$ cat config.mk
export PLATFORM = sky130hd
export DESIGN_NAME = read_addr_arbiter
export DESIGN_NICKNAME = d
export VERILOG_FILES = /design/src/rtl/read_addr_arbiter_pkg.sv /design/src/rtl/read_addr_arbiter_rr_arbiter2.sv /design/src/rtl/read_addr_arbiter.sv
export SDC_FILE = /design/constraint.sdc
export NUM_CORES = 1
export LEC_CHECK = 0
export CAP_MARGIN = 40
export CORE_UTILIZATION = 66
export CTS_BUF_LIST = sky130_fd_sc_hd__clkbuf_4
export DETAILED_ROUTE_END_ITERATION = 10
export DONT_BUFFER_PORTS = 1
export PLACE_DENSITY_LB_ADDON = 0.12
export SLEW_MARGIN = 20
export SYNTH_ARGS = -nofsm -noshare
export SYNTH_HDL_FRONTEND = slang
export SYNTH_SLANG_ARGS = --single-unit
export TNS_END_PERCENT = 100
$ cat constraint.sdc
create_clock -name clk -period 4.1 [get_ports clk]
set_input_delay 0.41 -clock clk [delete_from_list [all_inputs] [get_ports clk]]
set_output_delay 0.41 -clock clk [all_outputs]
set_load 0.01 [all_outputs]
$ cat src/rtl/read_addr_arbiter_pkg.sv
// ============================================================================
// Module  : read_addr_arbiter_pkg
// Purpose : Shared constants, FSM encoding and ARPAY field layout for the
//           two-master read address arbiter.
// Rev     : 1.0  initial release
// ============================================================================
`default_nettype none

package read_addr_arbiter_pkg;

    localparam int c_default_id_width        = 4;
    localparam int c_default_addr_width      = 32;
    localparam int c_default_num_outstanding = 2;

    // ARPAY = {ARADDR, ARLEN[3:0], ARSIZE[2:0], ARBURST[1:0]}
    localparam int c_arburst_lsb     = 0;
    localparam int c_arsize_lsb      = 2;
    localparam int c_arlen_lsb       = 5;
    localparam int c_araddr_lsb      = 9;
    localparam int c_arpay_ctrl_bits = 9;

    typedef enum logic [0:0] {
        ST_IDLE = 1'b0,
        ST_SEND = 1'b1
    } arb_state_t;

endpackage

`default_nettype wire

$ cat src/rtl/read_addr_arbiter_rr_arbiter2.sv
// ============================================================================
// Module  : rr_arbiter2
// Purpose : Two-way round-robin pick; on a tie the master that did not win
//           last time is chosen.
// Rev     : 1.0  initial release
// ============================================================================
`default_nettype none

module rr_arbiter2 (
    input  logic [1:0] i_req,
    input  logic       i_last_grant,
    output logic       o_grant_valid,
    output logic       o_grant_idx
);

    always_comb begin
        o_grant_valid = |i_req;
        o_grant_idx   = 1'b0;
        if (i_req == 2'b11) begin
            o_grant_idx = ~i_last_grant;
        end else if (i_req[1]) begin
            o_grant_idx = 1'b1;
        end
    end

endmodule

`default_nettype wire

$ cat src/rtl/read_addr_arbiter.sv
// ============================================================================
// Module  : read_addr_arbiter
// Purpose : Arbitrates two AXI-style read address masters onto one slave port,
//           limits outstanding bursts and routes read responses back by ID MSB.
// Rev     : 1.0  initial release
// ============================================================================
`default_nettype none

module read_addr_arbiter
    import read_addr_arbiter_pkg::*;
#(
    parameter int ID_WIDTH              = c_default_id_width,
    parameter int ADDR_WIDTH            = c_default_addr_width,
    parameter int NUM_OUTSTANDING_TRANS = c_default_num_outstanding
) (
    input  logic                                       clk,
    input  logic                                       clr,
    input  logic [ID_WIDTH-1:0]                        M0_ARID,
    input  logic [ADDR_WIDTH+c_arpay_ctrl_bits-1:0]    M0_ARPAY,
    input  logic                                       M0_ARVALID,
    output logic                                       M0_ARREADY,
    input  logic [ID_WIDTH-1:0]                        M1_ARID,
    input  logic [ADDR_WIDTH+c_arpay_ctrl_bits-1:0]    M1_ARPAY,
    input  logic                                       M1_ARVALID,
    output logic                                       M1_ARREADY,
    output logic [ID_WIDTH:0]                          S_ARID,
    output logic [ADDR_WIDTH+c_arpay_ctrl_bits-1:0]    S_ARPAY,
    output logic                                       S_ARVALID,
    input  logic                                       S_ARREADY,
    input  logic [ID_WIDTH:0]                          S_RID,
    input  logic                                       S_RLAST,
    input  logic                                       S_RVALID,
    output logic                                       S_RREADY,
    output logic                                       M0_RVALID,
    input  logic                                       M0_RREADY,
    output logic                                       M1_RVALID,
    input  logic                                       M1_RREADY,
    output logic [$clog2(NUM_OUTSTANDING_TRANS+1)-1:0] outstanding,
    output logic                                       underflow_err
);

    localparam int c_pay_width = ADDR_WIDTH + c_arpay_ctrl_bits;
    localparam int c_cnt_width = $clog2(NUM_OUTSTANDING_TRANS + 1);
    localparam logic [c_cnt_width-1:0] c_cnt_max = c_cnt_width'(NUM_OUTSTANDING_TRANS);
    localparam logic [c_cnt_width-1:0] c_cnt_one = c_cnt_width'(1);

    arb_state_t              r_state;
    logic                    r_last_grant;
    logic [ID_WIDTH:0]       r_arid;
    logic [c_pay_width-1:0]  r_arpay;
    logic                    r_arvalid;
    logic [c_cnt_width-1:0]  r_outstanding;
    logic                    r_underflow;

    logic w_grant_valid;
    logic w_grant_idx;
    logic w_accept;
    logic w_rlast_hs;
    logic w_unused;

    rr_arbiter2 u_rr_arbiter2 (
        .i_req         ({M1_ARVALID, M0_ARVALID}),
        .i_last_grant  (r_last_grant),
        .o_grant_valid (w_grant_valid),
        .o_grant_idx   (w_grant_idx)
    );

    // Acceptance is masked during reset so nothing is handshaken that the
    // reset is about to discard.
    assign w_accept = (r_state == ST_IDLE) && !clr && w_grant_valid
                      && (r_outstanding < c_cnt_max);

    assign M0_ARREADY = w_accept && !w_grant_idx;
    assign M1_ARREADY = w_accept &&  w_grant_idx;

    assign M0_RVALID  = S_RVALID && !S_RID[ID_WIDTH];
    assign M1_RVALID  = S_RVALID &&  S_RID[ID_WIDTH];
    assign S_RREADY   = S_RID[ID_WIDTH] ? M1_RREADY : M0_RREADY;
    assign w_rlast_hs = S_RVALID && S_RREADY && S_RLAST;

    // Low RID bits travel to the masters outside this block.
    assign w_unused = ^S_RID[ID_WIDTH-1:0];

    always_ff @(posedge clk) begin
        if (clr) begin
            r_state      <= ST_IDLE;
            r_last_grant <= 1'b1;
            r_arid       <= '0;
            r_arpay      <= '0;
            r_arvalid    <= 1'b0;
        end else begin
            case (r_state)
                ST_IDLE: begin
                    if (w_accept) begin
                        r_state      <= ST_SEND;
                        r_arvalid    <= 1'b1;
                        r_last_grant <= w_grant_idx;
                        r_arid       <= {w_grant_idx, (w_grant_idx ? M1_ARID : M0_ARID)};
                        r_arpay      <= w_grant_idx ? M1_ARPAY : M0_ARPAY;
                    end
                end
                ST_SEND: begin
                    if (S_ARREADY) begin
                        r_state   <= ST_IDLE;
                        r_arvalid <= 1'b0;
                    end
                end
                default: begin
                    r_state   <= ST_IDLE;
                    r_arvalid <= 1'b0;
                end
            endcase
        end
    end

    // A simultaneous accept and burst completion cancel out.
    always_ff @(posedge clk) begin
        if (clr) begin
            r_outstanding <= '0;
            r_underflow   <= 1'b0;
        end else if (w_accept && !w_rlast_hs) begin
            r_outstanding <= r_outstanding + c_cnt_one;
        end else if (!w_accept && w_rlast_hs) begin
            if (r_outstanding == '0) begin
                r_underflow <= 1'b1;
            end else begin
                r_outstanding <= r_outstanding - c_cnt_one;
            end
        end
    end

    assign S_ARVALID     = r_arvalid;
    assign S_ARID        = r_arid;
    assign S_ARPAY       = r_arpay;
    assign outstanding   = r_outstanding;
    assign underflow_err = r_underflow;

endmodule

`default_nettype wire

After elaboration in Yosys (flattened, before gate mapping)
Cells that the tools add are included.
{ "word_totals": {"wordCells": 54, "output_inout_bits": 55, "reg_bits": 52, "inputBits": 104} }
{ "classes": {"n_reduce_logical": 23, "bitwise_logic": 3, "order_cmp": 1, "mux": 14, "eq_ne": 4, "n_addsub": 2} }
{ "ops": {"columns": ["operator", "n"], "rows": [
  ["$mux 41", 1],
  ["$logic_and 1x1->1", 11],
  ["$mux 1", 7],
  ["$mux 2", 3],
  ["$ne 2x2->1 const B", 3],
  ["$reduce_and 2->1", 3],
  ["$logic_not 1->1", 5],
  ["$mux 4", 1],
  ["$pmux 1 s2", 2],
  ["$not 1->1", 3],
  ["$reduce_and 3->1", 1],
  ["$add 2x1->2 const B", 1],
  ["$eq 2x2->1 const B", 1],
  ["$logic_not 2->1", 1],
  ["$lt 2x2->1 const B", 1],
  ["$reduce_bool 2->1", 1],
  ["$reduce_or 2->1", 1],
  ["$sub 2x1->2 const B", 1]
]} }

Longest topological paths before layout
{ "depth": {"ltp_word": 8, "ltp_mapped": 8, "depth_no_buf": 7} }

Modules after synthesis
Synthesis repeated with hierarchy kept, for this count alone.
{ "hier_totals": {"hier_cells": 238, "hier_area_um2": 2303.5} }
{ "by_module_without_submodules": {"columns": ["module", "n_inst", "area_each_um2", "seq_area_each_um2", "cells_per_inst"], "rows": [
  ["read_addr_arbiter", 1, 2289.7, 1041.0, 236],
  ["rr_arbiter2", 1, 13.8, 0.0, 2]
]} }

Worst setup path after synthesis
Ideal clock, no wire load.
{ "synth_timing": {"path_type": "in2reg", "start": "input port clr", "end": "register r_outstanding[0] (netlist: outstanding[0])", "slack_ns": 2.312, "setup_ns": 0.087, "n_path_buf": 1, "cell_stages": 7, "t_arrival_ns": 1.701, "t_required_ns": 4.013, "cell_sequence": "or2_0 > nor2_1 > buf_4 > inv_2 > ha_1 > or3_1 > o31ai_1"} }
{ "synth_between": {"elab_chain_cells": 8, "elab_cells_between_ends": 11, "classes_between": "eq/ne (1); mux (1); reduce/logical (9)"} }
{ "synth_lines": {"columns": ["item", "line", "text"], "rows": [
  ["from (decl)", "read_addr_arbiter.sv:17", "input logic clr,"],
  ["$logic_not 1->1", "read_addr_arbiter.sv:70", "assign w_accept = (r_state == ST_IDLE) && !clr && w_grant_valid"],
  ["$logic_and 1x1->1 (2 in series)", "read_addr_arbiter.sv:70", null],
  ["$logic_and 1x1->1", "read_addr_arbiter.sv:71", "&& (r_outstanding < c_cnt_max);"],
  ["$logic_not 1->1", "read_addr_arbiter.sv:123", "end else if (!w_accept && w_rlast_hs) begin"],
  ["$logic_and 1x1->1", "read_addr_arbiter.sv:123", null],
  ["$reduce_bool 2->1 (no line)", null, null],
  ["$reduce_and 2->1 (no line)", null, null],
  ["to (signal assigned)", "read_addr_arbiter.sv:122", "r_outstanding <= r_outstanding + c_cnt_one;"],
  ["to (signal assigned)", "read_addr_arbiter.sv:127", "r_outstanding <= r_outstanding - c_cnt_one;"],
  ["to (decl)", "read_addr_arbiter.sv:52", "logic [c_cnt_width-1:0] r_outstanding;"]
]} }
Several ways; a longest one is shown, not always the timed one.
A chain may end at the register's enable or synchronous reset.

Worst setup path after layout
{ "layout_timing": {"start": "register r_outstanding[1] (netlist: outstanding[1])", "end": "output port M1_ARREADY"} }
{ "layout_between": {"elab_chain_cells": 3} }
{ "layout_lines": {"columns": ["item", "line", "text"], "rows": [
  ["$lt 2x2->1", "read_addr_arbiter.sv:71", null],
  ["$logic_and 1x1->1", "read_addr_arbiter.sv:71", null],
  ["$logic_and 1x1->1", "read_addr_arbiter.sv:74", "assign M1_ARREADY = w_accept && w_grant_idx;"],
  ["to (decl)", "read_addr_arbiter.sv:25", "output logic M1_ARREADY,"]
]} }
No other way between the ends.

==> results.py <==
metrics = {
    "synth": {
        "seq_area_frac_synth": 0.430,
        "synth_flop_cell": "dfxtp_1",
        "async_reset_ff_frac": 0,
        "ys_types": 32,
        "syn_inst": 301,
        "synth_warnings": 0,
        "syn_area_per_cell_um2": 8.04,
        "syn_area_um2": 2420,
        "synth_nets": 406,
        "synth_edf_count": 0,
        "ys_seq_elements": 52,
    },
    "final_layout": {
        "diodes": 0,
        "nFillCells": 268,
        "drive_gt1_frac": 0.0707,
        "final_common_cell": "nand2_1",
        "layout_common_cells": "91 x nand2_1, 52 x dfxtp_1, 48 x a21oi_1, 45 x a311oi_1, 6 x nor2_1",
        "nets": 387,
        "areaGrowthSynthToFinish_pct": 2.90,
        "design_area_um2": 2490,
    },
    "cts": {
        "numClockSinks": 52,
        "cts_tree": "done",
        "path_clk_slew_ps": 150,
        "cts_setup_buffers": 0,
        "cts_resized": 0,
        "cts_max_level": 2,
        "clkLatencyLatePin_ps": 380,
        "numCtsBuffers": 5,
        "cts_buffer_depth": 2,
        "cts-hold-fix-buffers": 0,
        "cts_root_buf": "clkbuf_4",
    },
    "setup_path": {
        "crit_chain": "o21ba_2 -> nand3_1 -> inv_1",
        "max_stage_delay_ps": 630,
        "worstSetupPathType": "reg -> out",
        "startpoint_type": "register",
        "required_ps": 3690,
        "crit_buf_inv": 1,
        "crit_family": "compound AO/OA/AOI/OAI gates",
        "cp-end-kind": "primary output",
        "critical_path.max_fanout": 22,
        "arrival_ps": 1770,
        "slowest_stage": "o21ba_2",
    },
    "floorplan": {
        "io-pin-count": 159,
        "core_area_um2": 3420,
        "rows": 21,
        "die_x_um": 62.6,
        "die_y_um": 62.6,
        "start_util": 0.708,
        "dieArea_um2": 3910,
    },
    "drt": {
        "drtIter0Drc": 180,
        "vias": 2155,
        "wl_per_cell_um": 18.0,
        "postRouteAntennaNets": 0,
        "firstDrtPassIters": 4,
        "drt-vias-per-instance": 6.55,
        "drt-total-wl_um": 5930,
        "post-route-drc-count": 0,
    },
    "global_routing": {
        "grt_pass1_wl_um": 9650,
        "grt_overflow": 0,
        "met3_usage": 0.122,
        "gr-usage-met2": 0.508,
        "grt_max_degree": 57,
        "grtUsageMet1": 0.364,
        "grt_busiest_layer": "met2",
        "antenna_found_initial": 0,
        "grt.total_usage": 0.308,
        "grt_pass1_vias": 1997,
    },
    "timing": {
        "period_minus_slack_ps": 2180,
        "hold_ws_ps": 91.2,
        "worst-slew-pin-transition_ps": 687,
        "final-hold-violation-count": 0,
        "clock-skew-final_ps": 12.6,
        "tns_ps": 0,
        "setup_viol": 0,
        "fin_crit_sh": 0.531,
        "slew_headroom": 0.541,
        "slew_viol_final": 0,
        "setup_ws_ps": 1920,
        "grt_setup_unrepaired": "false",
        "max_freq_ghz": 0.459,
    },
    "placement": {
        "numPortBuffers": 0,
        "gp_congestion": 0.752,
        "placed_cell_area_um2": 2410,
        "post-place-ws_ps": 2270,
        "hpwl_um": 3920,
    },
    "run_status": {
        "status": "completed",
    },
    "power_and_ir_drop": {
        "power_frac_seq": 0.561,
        "switching_share": 0.303,
        "p_comb_frac": 0.172,
        "powerDensity_nw_per_um2": 436,
        "netSwitchingPower_w": 0.000329,
        "p_leak_nw": 0.911,
        "clockPowerShare": 0.268,
        "finalPower_w": 0.00109,
        "p_int_w": 0.000758,
        "ir_drop_mv": 0.307,
    },
    "flow_run": {
        "cap_violations": 0,
    },
    "worst_hold_path": {
        "min_path_type": "in -> reg",
    },
}
[power groups by stage]
stage / Sequential (W) / Clock (W) / Combinational [W]
3_5_place_dp: 0.000620 / 0 / 0.000186
4_1_cts: 0.000610 / 0.000296 / 0.000186
5_1_grt: 0.000615 / 0.000313 / 0.000212
6_report: 0.000609 / 0.000291 / 0.000186
2_1_floorplan: 0.000610 / 0 / 0.000164
3_3_place_gp: 0.000619 / 0 / 0.000166
[stage by stage]
step                utilization  cells
detailed placement        0.705    321
CTS                       0.729    329
global placement          0.681    318
finish                    0.729    329
global route              0.729    329
floorplan                     -    301
[cell families after synthesis]
kind of cell / synth area share
buffers and inverters: 0.0858
and+or+nand+nor: 0.171
DFF: 0.430
muxes: 0.00879
AOI/OAI and AO/OA: 0.299
adders and majority gates: 0.00517
[cell type report]
| class | count | area, um2 | area share |
|---|---|---|---|
| Clock buffer | 5 | 37.5 | 0.0151 |
| Clock inverter | 3 | 42.5 | 0.0171 |
| Inverter | 6 | 22.5 | 0.00905 |
| Multi-Input combinational cell | 212 | 1190 | 0.478 |
| Sequential cell | 52 | 1040 | 0.418 |
| Tap cell | 46 | 57.6 | 0.0231 |
| Timing Repair Buffer | 5 | 97.6 | 0.0392 |
[cell usage after synthesis (5+ instances only)]
cell / instances / area share
clkbuf_1: 5 / 0.0078
nand2_1: 91 / 0.14
buf_4: 15 / 0.047
nor2_1: 7 / 0.011
a21oi_1: 48 / 0.099
a311oi_1: 45 / 0.16
inv_1: 5 / 0.0078
buf_2: 10 / 0.021
dfxtp_1: 52 / 0.43
[flip-flops by register name, summed over array words and instances (netlist names)]
name	count
S_ARPAY	41
underflow_err	1
r_last_grant	1
S_ARVALID	1
r_state	1
S_ARID	5
outstanding	2
[routing by layer]
layer / vias to the layer above / share of wire
li1: 1047 / -
met1: 984 / 0.38
met2: 119 / 0.49
met3: 5 / 0.11
met4: 0 / 0.0098
met5: - / 0
[path summary, 6_finish.rpt]
kind	from	cells past startpoint	slack, ps	end
setup / recovery	outstanding[1]	3	1920	M1_ARREADY
hold / removal	clr	1	90	S_ARPAY[23]
setup reg to reg	outstanding[1]	6	2290	outstanding[0]
hold reg to reg	underflow_err	2	560	underflow_err
No activity file was read; power rests on OpenSTA's default activity.
==> RTL change 1, RTL diff (same flow settings) <==
The package constant `c_default_id_width` goes from 4 to 3.
--- a/src/rtl/read_addr_arbiter_pkg.sv
+++ b/src/rtl/read_addr_arbiter_pkg.sv
@@ -10,3 +10,3 @@
 
-    localparam int c_default_id_width        = 4;
+    localparam int c_default_id_width        = 3;
     localparam int c_default_addr_width      = 32;
Ports: changed (resized M0_ARID, M1_ARID, S_ARID and S_RID); port bits go from 159 to 155. No check against the original RTL was run, so the function may have changed too.
==> RTL change 1 against the original RTL <==
  * Setup slack worse by 0.15 ns
  * Critical path depth increased by 1
  * Critical path type unchanged
  * Sequential power down 2%
  * Synthesized area fell by 2.1%
  * Hold slack improved by 0.0056 ns
  * Clock skew down 0.0044 ns
  * Critical endpoint unchanged
  * Synthesized cell count is 2.7% lower
  * Routed wire length rose by 0.62%
  * Cell area down 4.9%
  * Highest routed layer unchanged
  * Core utilization is 3.1 points lower
  * Sequential cell count shrank 1
  * Total power fell by 9.3%
==> RTL change 1: results (changes against the original RTL) <==
[setup_path]
critPathMaxFanout = 28  ; +27%
arrival_ns = 1.91  ; +0.14 ns

[timing]
finClkSkew_ns = 0.00819  ; -0.00443 ns

[global_route]
grt_max_degree = 56  ; -1.8%
grtUsageMet1_pct = 30.5  ; -5.9 points
grt_use_met2_pct = 51.2  ; +0.34 points
grt_pass1_vias = 1771  ; -11%
use_met3_pct = 9.94  ; -2.3 points
grt_pass1_wl_um = 7850  ; -19%

[detailed_routing]
initialDrtViolationCount = 155  ; -14%
wl_met1_um = 2330  ; +2.0%
wirelength_um = 5970  ; +0.62%
avgViaCountPerCell = 6.66  ; +1.7%
wl_met3_um = 598  ; -12%
dr_wl_met2_um = 2990  ; +2.6%

[placed_design]
dpl.hpwl_um = 3920  ; -0.17%
place_ws_ns = 2.10  ; -0.166 ns
gp_congestion = 0.849  ; +13%

[synth]
ys_top_cells_by_area = dfxtp_1, a311oi_1, nand2_1
synth_compound_area_share_pct = 30.3  ; +0.37 points
synth.area.mux_share_pct = 0.898  ; +0.019 points
synth.distinct_cells = 31  ; -3.1%
post_synth_fa_ha_maj_area_fraction_pct = 0.528  ; +0.011 points

[power]
p_leak_nw = 0.865  ; -5.1%
ir_drop_mv = 0.250  ; -19%

[cells_and_area]
num-nets-final = 378  ; -2.3%
nFillCells = 290  ; +8.2%
layout-drive-gt1-share_pct = 5.80  ; -1.3 points

[run_status]
status = finished, final reports clean

[clocking]
clk_latency_ns = 0.36  ; -0.02 ns

-- RTL change 1: changes by cell type in the layout (fill, tap and decap cells not counted), sizes merged --
cell	before	now
clkinv	1	2
dfxtp	52	51
a21oi	48	47
buf	5	4
clkinvlp	1	0
nand2	91	89
bufinv	1	0
a311oi	45	44
-- RTL change 1: power breakdown --
part | switching (mW) | total [mW] | internal, mW
logic | 0.107 | 0.176 | 0.0690
clock network | 0.150 | 0.212 | 0.0612
registers | 0.0548 | 0.597 | 0.543
total | 0.313 | 0.985 | 0.673
-- RTL change 1: area by class of cell --
| cell class | count | area share (%) |
|---|---|---|
| flip-flops and latches | 51 | 43.1 |
| clock buffers | 5 | 1.59 |
| multi-input cells | 208 | 49.4 |
| inverters | 6 | 0.951 |
| clock inverters | 2 | 0.370 |
| repair buffers | 4 | 2.11 |
| well taps | 46 | 2.43 |
-- RTL change 1: final timing paths --
kind | to | cells after the start | from | slack [ns]
setup / recovery | M1_ARREADY | 4 | r_last_grant | 1.78
hold / removal | S_ARPAY[30] | 1 | clr | 0.1
setup reg to reg | S_ARPAY[25] | 4 | outstanding[1] | 2.08
hold reg to reg | S_ARID[3] | 2 | S_ARID[3] | 0.54
-- RTL change 1: metrics by stage --
| step | instance area (um^2) | util [%] | total power, mW | cells |
|---|---|---|---|---|
| final | 2370 | 69.8 | 0.985 | 322 |
| after detailed placement | 2320 | 68.5 | 0.784 | 315 |
| after floorplan | 2370 | - | 0.758 | 293 |
| after global routing | 2370 | 69.8 | 1.03 | 322 |
| after global placement | 2290 | 67.7 | 0.771 | 314 |
| after CTS | 2370 | 69.8 | 0.985 | 322 |
-- RTL change 1: worst max-delay path, stage by stage, from the launching register on --
cell      delay (ns)
dfxtp_1         0.37
a21boi_4        0.46
buf_4           0.39
nand3_1         0.14
inv_1           0.18
==> RTL change 2, RTL diff (config.mk and constraints unchanged) <==
Made on the original files. Put one more register stage on the output `underflow_err`. The value now appears one clock later. The other outputs are not delayed to match.
--- a/src/rtl/read_addr_arbiter.sv
+++ b/src/rtl/read_addr_arbiter.sv
@@ -135,3 +135,5 @@
     assign outstanding   = r_outstanding;
-    assign underflow_err = r_underflow;
+    always_ff @(posedge clk) begin
+        underflow_err <= r_underflow;
+    end
 
Formal check against the unedited RTL: not equivalent (a bounded check fails within 4 cycles, from zero or initial values).
==> RTL change 2 against the original RTL <==
  * Total power rose by 0.52%
  * Synthesized area is 0.83% higher
  * Clock skew is 0.0051 ns higher
  * Critical path type unchanged
  * Fmax grew 5.5%
  * Global-route usage grew 0.58 points
  * Setup slack better by 0.11 ns
  * Clock power down 2%
  * Cell area increased by 0.50%
  * First-iteration DRC count increased by 22%
  * Cell count unchanged
  * Sequential cell count grew 1
  * Routed wire length rose by 3.2%
==> RTL change 2: results (changes against the original RTL) <==
[setup_path]
slowest_stage = o21ba_2
critPathMaxStageDelay_ns = 0.54  ; -0.09 ns
arrival_ns = 1.65  ; -0.12 ns
rrSetupSlack_ns = 2.35  ; +0.06 ns
critPathMaxFanout = 16  ; -27%
startpoint_type = flip-flop
r2r-start = outstanding[1]

[hold_path]
hp-start = clr
hp-class = in -> reg

[synth]
synth.top_cells.by_count = nand2_1, dfxtp_1, a21oi_1
syn-num-nets = 407  ; +0.25%
synth.distinct_cells = 32  ; unchanged
ys_warn_count = 0  ; unchanged
synth_ff_type = dfxtp_1
ys_top_cells_by_area = dfxtp_1, a311oi_1, nand2_1
synthArstFlopShare_pct = 0  ; unchanged
ys_seq_area_share_pct = 43.5  ; +0.47 points

[global_route]
grt_pass1_wl_um = 9780  ; +1.4%
grt_max_degree = 57  ; unchanged
grt_pass1_vias = 2090  ; +4.7%
grt_usage_pct = 31.4  ; +0.58 points
antenna_found_initial = 0  ; unchanged

[clocking]
postCtsSetupRepairBufs = 0  ; unchanged
cts_root_buf = clkbuf_4
clockBufferDepth = 2  ; unchanged
cts_max_level = 2  ; unchanged
numCtsBuffers = 5  ; unchanged
cts_resized = 0  ; unchanged
clk_latency_ns = 0.39
clkSlewWorstSetupHoldPaths_ns = 0.14

[cells_and_area]
num-nets-final = 388  ; +0.26%
layout-drive-gt1-share_pct = 6.71  ; -0.35 points
insertedDiodeCount = 0  ; unchanged
largest_reg_flops = 41  ; unchanged

[power]
p_leak_nw = 0.919  ; +0.88%
ir_drop_mv = 0.299  ; -2.7%

[placed_design]
gp_congestion = 0.764  ; +1.6%
portBuffers = 0  ; unchanged
dpl_cell_area_um2 = 2400  ; -0.31%
dpl.hpwl_um = 4000  ; +1.9%

[detailed_routing]
avgViaCountPerCell = 6.62  ; +1.1%
initialDrtViolationCount = 219  ; +22%
wl_per_cell_um = 18.6  ; +3.2%
firstDrtPassIters = 4  ; unchanged

[run_status]
status = finished, final reports clean

[timing]
relSlewSlack_pct = 63.3  ; +9.2 points
finClkSkew_ns = 0.0178  ; +0.00513 ns
setup_violations = 0  ; unchanged

## RTL change 2: changes by cell type after synthesis
| cell | change |
|---|---|
| dfxtp_1 | +1 |
## RTL change 2: report_power, final
part | internal (mW) | total [mW] | switching (mW)
Clock | 0.124 | 0.285 | 0.160
Combinational | 0.0774 | 0.188 | 0.111
Sequential | 0.564 | 0.620 | 0.0561
## RTL change 2: critical path: cells and delay by family (launching register included)
| kind | cells | cell delay (ns) |
|---|---|---|
| AOI/OAI and AO/OA | 1 | 0.54 |
| and+or+nand+nor | 1 | 0.16 |
| DFF | 1 | 0.41 |
| buffers and inverters | 1 | 0.17 |
## RTL change 2: cell families (layout without fill, tap and decap cells)
family                     count (synthesis)  in the layout  synth area share (%)
AOI/OAI and AO/OA                        104            104                  29.7
and+or+nand+nor                          105            105                  16.9
buffers and inverters                     37             18                  8.51
muxes                                      2              2                 0.872
DFF                                       53             53                  43.5
adders and majority gates                  1              1                 0.513
## RTL change 2: final cells by class
class,count,area (um^2)
clock buffer,5,37.5
clock inverter,2,35.0
fill,285,940
inverter,6,22.5
multi-input combinational,212,1190
sequential,53,1060
tap,46,57.6
timing repair buffer,5,97.6
## RTL change 2: per-stage QoR
step           hold WS (ns)  setup slack [ns]  util (%)  std cells
2_1_floorplan         0.331              2.31         -        302
3_3_place_gp          0.339              2.02      68.2        319
3_5_place_dp          0.346              2.32      69.8        321
4_1_cts              0.0657              2.05      71.9        328
5_1_grt              0.0576              1.95      72.7        329
6_report             0.0817              2.04      72.7        329
## RTL change 2: worst paths after layout
check,endpoint,cells after the start
setup reg to reg,outstanding[0],6
hold / removal,S_ARPAY[23],1
setup / recovery,M1_ARREADY,3
hold reg to reg,underflow_err,0
## RTL change 2: per-layer routing
metal  global-route usage (%)  vias to the layer above  share of wire [%]
met5                        0                        -                  0
met4                     14.5                        0                2.2
met3                     10.4                       13                9.4
met2                     53.8                      123                 49
met1                     34.9                      993                 39
li1                         -                     1050                  -
